===== src/rtl/keypad_pkg.sv =====
// Shared keypad types and helpers: FSM state encoding, one-hot decoding
// and the row/column to hex key code map.
package keypad_pkg;

  typedef enum logic [1:0] {IDLE, DEBOUNCE, HELD, RELEASE} kd_state_t;

  // True when exactly one bit of the 4-bit vector is set
  function automatic logic is_onehot(input logic [3:0] v);
    return (v != 4'd0) && ((v & (v - 4'd1)) == 4'd0);
  endfunction

  // Index of the set bit of a one-hot vector (0 for non one-hot input)
  function automatic logic [1:0] onehot_to_idx(input logic [3:0] v);
    logic [1:0] idx;
    idx = 2'd0;
    case (v)
      4'b0001: idx = 2'd0;
      4'b0010: idx = 2'd1;
      4'b0100: idx = 2'd2;
      4'b1000: idx = 2'd3;
      default: idx = 2'd0;
    endcase
    return idx;
  endfunction

  // Physical keypad legend: r0 "123A", r1 "456B", r2 "789C", r3 "E0FD"
  function automatic logic [3:0] keymap(input logic [1:0] r, input logic [1:0] c);
    logic [3:0] code;
    code = 4'h0;
    case ({r, c})
      4'b00_00: code = 4'h1;
      4'b00_01: code = 4'h2;
      4'b00_10: code = 4'h3;
      4'b00_11: code = 4'hA;
      4'b01_00: code = 4'h4;
      4'b01_01: code = 4'h5;
      4'b01_10: code = 4'h6;
      4'b01_11: code = 4'hB;
      4'b10_00: code = 4'h7;
      4'b10_01: code = 4'h8;
      4'b10_10: code = 4'h9;
      4'b10_11: code = 4'hC;
      4'b11_00: code = 4'hE;
      4'b11_01: code = 4'h0;
      4'b11_10: code = 4'hF;
      4'b11_11: code = 4'hD;
      default:  code = 4'h0;
    endcase
    return code;
  endfunction

endpackage


===== src/rtl/keypad_key_decoder_debounce_counter.sv =====
// Saturating debounce counter with synchronous clear; done flags the
// sample that completes a full debounce window.
module debounce_counter
  import keypad_pkg::*;
#(
  parameter int DEBOUNCE_CYCLES = 24000,
  parameter int CNT_W           = $clog2(DEBOUNCE_CYCLES + 1)
) (
  input  logic             clk,
  input  logic             nrst,
  input  logic             clr,
  input  logic             inc,
  output logic [CNT_W-1:0] count,
  output logic             done
);

  localparam logic [CNT_W-1:0] CNT_MAX  = CNT_W'(DEBOUNCE_CYCLES);
  localparam logic [CNT_W-1:0] CNT_LAST = CNT_W'(DEBOUNCE_CYCLES - 1);

  // Clear has priority; increment stops at the saturation value
  always_ff @(posedge clk) begin
    if (!nrst) begin
      count <= '0;
    end else if (clr) begin
      count <= '0;
    end else if (inc && (count != CNT_MAX)) begin
      count <= count + 1'b1;
    end
  end

  // Current sample is the last one of the window when it also matches
  always_comb begin
    done = (count == CNT_LAST);
  end

endmodule


===== src/rtl/keypad_key_decoder.sv =====
// Keypad key decoder: debounces scanner coordinates, emits a one-cycle
// strobe per accepted press and keeps the two most recent key codes.
module keypad_key_decoder
  import keypad_pkg::*;
#(
  parameter int DEBOUNCE_CYCLES = 24000,
  parameter int CNT_W           = $clog2(DEBOUNCE_CYCLES + 1)
) (
  input  logic       clk,
  input  logic       nrst,
  input  logic [3:0] col_q,
  input  logic [3:0] row_q,
  output logic [3:0] key_code,
  output logic       key_valid,
  output logic       key_held,
  output logic [3:0] digit_new,
  output logic [3:0] digit_old
);

  kd_state_t        state;
  logic [1:0]       lat_r;
  logic [1:0]       lat_c;
  logic             accept_pend;

  logic             cand;
  logic [1:0]       cur_r;
  logic [1:0]       cur_c;
  logic             match;
  logic [3:0]       lat_code;

  logic             cnt_clr;
  logic             cnt_inc;
  logic [CNT_W-1:0] cnt;
  logic             cnt_done;

  debounce_counter #(
    .DEBOUNCE_CYCLES(DEBOUNCE_CYCLES),
    .CNT_W          (CNT_W)
  ) u_cnt (
    .clk  (clk),
    .nrst (nrst),
    .clr  (cnt_clr),
    .inc  (cnt_inc),
    .count(cnt),
    .done (cnt_done)
  );

  // Decode the current sample; chords and empty samples are never a candidate
  always_comb begin
    cand     = is_onehot(col_q) && is_onehot(row_q);
    cur_r    = onehot_to_idx(row_q);
    cur_c    = onehot_to_idx(col_q);
    match    = cand && (cur_r == lat_r) && (cur_c == lat_c);
    lat_code = keymap(lat_r, lat_c);
  end

  // Counter control: count consecutive matching (press) or absent (release) samples
  always_comb begin
    cnt_clr = 1'b0;
    cnt_inc = 1'b0;
    case (state)
      IDLE: begin
        cnt_inc = cand;
        cnt_clr = !cand;
      end
      DEBOUNCE: begin
        if (match && !cnt_done) cnt_inc = 1'b1;
        else                    cnt_clr = 1'b1;
      end
      HELD: begin
        if (match) cnt_clr = 1'b1;
        else       cnt_inc = 1'b1;
      end
      RELEASE: begin
        if (match || cnt_done) cnt_clr = 1'b1;
        else                   cnt_inc = 1'b1;
      end
      default: cnt_clr = 1'b1;
    endcase
  end

  // Main FSM with coordinate latch, registered outputs and digit shift register.
  // An accept is flagged on entry to HELD and published one edge later.
  always_ff @(posedge clk) begin
    if (!nrst) begin
      state       <= IDLE;
      lat_r       <= 2'd0;
      lat_c       <= 2'd0;
      accept_pend <= 1'b0;
      key_code    <= 4'h0;
      key_valid   <= 1'b0;
      key_held    <= 1'b0;
      digit_new   <= 4'h0;
      digit_old   <= 4'h0;
    end else begin
      key_valid   <= 1'b0;
      accept_pend <= 1'b0;
      if (accept_pend) begin
        key_valid <= 1'b1;
        key_code  <= lat_code;
        digit_new <= lat_code;
        digit_old <= digit_new;
      end
      case (state)
        IDLE: begin
          if (cand) begin
            lat_r <= cur_r;
            lat_c <= cur_c;
            state <= DEBOUNCE;
          end
        end
        DEBOUNCE: begin
          if (!match) begin
            state <= IDLE;
          end else if (cnt_done) begin
            state       <= HELD;
            key_held    <= 1'b1;
            accept_pend <= 1'b1;
          end
        end
        HELD: begin
          if (!match) state <= RELEASE;
        end
        RELEASE: begin
          if (match) begin
            state <= HELD;
          end else if (cnt_done) begin
            state    <= IDLE;
            key_held <= 1'b0;
          end
        end
        default: begin
          state       <= IDLE;
          key_valid   <= 1'b0;
          accept_pend <= 1'b0;
        end
      endcase
    end
  end

endmodule


===== config.mk =====
export PLATFORM = sky130hd
export DESIGN_NAME = keypad_key_decoder
export DESIGN_NICKNAME = d
export VERILOG_FILES = /design/src/rtl/keypad_pkg.sv /design/src/rtl/keypad_key_decoder_debounce_counter.sv /design/src/rtl/keypad_key_decoder.sv
export SDC_FILE = /design/constraint.sdc
export NUM_CORES = 1
export LEC_CHECK = 0
export ABC_CLOCK_PERIOD_IN_PS = 2850
export BUFFER_PORTS_ARGS = -buffer_cell sky130_fd_sc_hd__buf_4
export CELL_PAD_IN_SITES_DETAIL_PLACEMENT = 1
export CELL_PAD_IN_SITES_GLOBAL_PLACEMENT = 1
export CORE_AREA = 3 3 72 74
export CTS_CLUSTER_DIAMETER = 150
export DETAILED_ROUTE_END_ITERATION = 6
export DIE_AREA = 0 0 75 77
export PLACE_DENSITY_LB_ADDON = 0.25
export SLEW_MARGIN = 20
export SYNTH_ARGS = -nofsm -noshare
export SYNTH_HDL_FRONTEND = slang
export SYNTH_HIERARCHICAL = 1
export SYNTH_SLANG_ARGS = --single-unit

===== constraint.sdc =====
create_clock -name clk -period 2.85 [get_ports clk]
set_input_delay 0.285 -clock clk [delete_from_list [all_inputs] [get_ports clk]]
set_output_delay 0.285 -clock clk [all_outputs]
set_load 0.1 [all_outputs]

==> metrics <==
top cell type by total area after synthesis=dfxtp_1; number of library cell types mapped by synthesis=59; IO Pins=24; setup TNS=0 ps; Post-synth EDFFs=0; vias in the first global route=1667; post-DR wirelength/cell=15.2 µm; First DRT Iteration DRCs=48; cell mode on critical path=mux2_4; top-area cell type share of the netlist area=31.9%; Clock Skews=10.8 ps; CTS root buffer=clkbuf_8; CTS sink cnt=32; startpoint types=flip-flop; Post-Syn Instances=224; GRT Util Overall=17.6%; Setup crit end kind=flip-flop; Port Buffers=23; CTS buffer count=5; max incr delay on CP=540 ps; clock network latency to the later pin of the worst-skew pair=290 ps; Critical Path RT=3030 ps; GRT overflow=0; period utilization=89.0%; Post-CTS Resized=0; Rows=25; fin. max-slew vios=0; Tmin final=2540 ps; hold wc startpoint=nrst; DP Worst Slack=209 ps; CTS tree=done; f_max=0.394 GHz; final cell count without fillers=300; worst r2r dst=u_cnt/count[9]; Worst slew margin=65.6%; WP buf/inv=2; Die Wd=75 µm; Critical Path Fanout Max=10; hold path cells=2; final setup vio count=0; share of cells above drive strength 1=22.4%; Initial DRT Pass Iterations=4; cells along the critical path=inv_1 > nor3_1 > a221o_2 > o211ai_4 > mux2_4 > inv_4 > a41o_2 > nor4_4 > mux2_4; leakage=0.832 nW; reg2reg path depth=9; Synth Warn #=6; final net count=262; sequential area share after synthesis=31.9%; post-route setup slack=315 ps; FF+latch area=641 µm²; Avg Vias per Cell=5.56; Worst path slowest cell=dfxtp_1; antenna viol nets, final=0; beginning of the worst register-to-register path=lat_c[0]; RSZ-0062 raised after global routing=false; CTS Buffer Depth=2; Crit path max-delay family=compound AO/OA/AOI/OAI gates; first-pass GRT wire length=7.95 mm; Hold Path Class=input pin to flip-flop; H-tree depth=2; hold path endpoint=key_valid; FFs w/ async S/R, synth=0%; Antenna Cells=0; area of the mapped netlist=0.00201 mm²; fillers=559; #FFs+latches synth=32; WS Path Type=flip-flop to flip-flop; area delta synth->final=14.1%; run status=completed; DRC violations left=0; utilization after layout=49.2%; PwrDens=399 mW/mm²; initial antenna violation count=0; final hold slack=270 ps; Detailed Place HPWL=3.23 mm; starting density of the core=43.1%; Peak supply drop=0.230 mV; Vert. Die Dim=77 µm; reg2reg setup slack=310 ps; Total Routed Length=4.55 mm; routability cong.=0.774; syn nets=241; Post-CTS Setup Bufs=0; Multi-input gate area=0.00122 mm²; Hold Fails Final Rpt=0; largest net degree at the start of global routing=16; Synth area leaders=dfxtp_1 32%, mux2i_1 7.5%, nor2_1 6.0%; Core Area=0.00466 mm²; Vias=1668; ys flop type=dfxtp_1; WP data arrival=2710 ps; # hold bufs at CTS=0; die area=0.00578 mm²; Post-Syn Area per Cell=8.98 µm²; CTS clk-pin slew, worst paths=80 ps; Cells after DPL=292; Max Cap Viol=0; Least-Margin Pin Slew=512 ps
==> area by class of cell <==
class                           instances  share of cell area [%]
Clock buffer                            6                    3.60
Clock inverter                          2                   0.436
Inverter                               13                    2.24
Multi-Input combinational cell        163                    53.0
Sequential cell                        32                    27.9
Tap cell                               54                    2.95
Timing Repair Buffer                   30                    9.82
==> cells in the mapped netlist, types with 2 or more instances <==
master	n
ha_1	7
a21oi_1	9
a22oi_1	2
clkbuf_2	2
a211oi_1	3
buf_4	4
nor3_1	8
xor2_1	3
nor4_2	3
nand4_1	5
nand3_1	7
clkbuf_1	2
and2_1	2
mux2_4	2
nor4bb_1	2
o21ai_0	6
buf_2	5
inv_1	12
mux2i_1	15
or3_1	3
nor3b_1	3
nand4b_1	2
dfxtp_1	32
xnor2_1	13
o2111ai_1	2
nor2_1	32
nand2_1	6
==> layout by cell type (no fill, tap or decap), types with 2 or more instances in the layout <==
cell type	n
nor2_1	32
dfxtp_1	32
buf_4	30
mux2i_1	15
xnor2_1	13
inv_1	12
a21oi_1	9
nor3_1	8
nand3_1	7
ha_1	7
nand2_1	6
o21ai_0	6
clkbuf_8	6
nand4_1	5
nor3b_1	3
or3_1	3
a211oi_1	3
nor4_2	3
xor2_1	3
a22oi_1	2
and2_1	2
nand4b_1	2
mux2_4	2
o2111ai_1	2
clkinv_2	2
nor4bb_1	2
==> report_power, final <==
group | switching (mW) | internal [mW] | total [mW]
combinational | 0.0516 | 0.0370 | 0.0886
clock | 0.185 | 0.193 | 0.378
sequential | 0.00141 | 0.448 | 0.449
total | 0.238 | 0.678 | 0.916
==> stage by stage <==
step / instance area [µm²] / total power [mW]
after floorplan: 2010 / 0.527
after CTS: 2290 / 0.930
final: 2290 / 0.916
after detailed placement: 2200 / 0.548
after global routing: 2290 / 0.961
after global placement: 2200 / 0.547
==> flip-flops by register name, summed over array words and instances (netlist names), named ones only <==
register / count
key_held: 1
key_valid: 1
digit_new: 4
lat_r: 2
state: 1
digit_old: 4
lat_c: 2
accept_pend: 1
u_cnt/count: 15
==> metal layers <==
layer	up-vias	routed length, µm	track usage [%]
met2	16	2320	30.0
met5	-	0	0
li1	833	-	-
met1	812	2080	21.9
met4	0	49	4.27
met3	7	99	3.93
==> worst max path at each step <==
stage,from,endpoint,slack [ps],depth (start not counted)
finish,lat_c[0],u_cnt/count[9],310,9
global route,u_cnt/count[8],u_cnt/count[14],40,10
detailed placement,col_q[1],u_cnt/count[9],210,10
global placement,col_q[1],u_cnt/count[9],240,10
floorplan,col_q[1],u_cnt/count[9],340,10
CTS,lat_c[0],u_cnt/count[9],320,9
==> cell families after synthesis <==
group / after synthesis / share of synthesized area, %
simple gates: 87 / 26.6
compound gates: 34 / 11.9
flops: 32 / 31.9
buf+inv: 29 / 7.65
mux: 19 / 10.6
xor+xnor: 16 / 6.97
fa+ha+maj: 7 / 4.36
(Power assumes the default switching activity.)
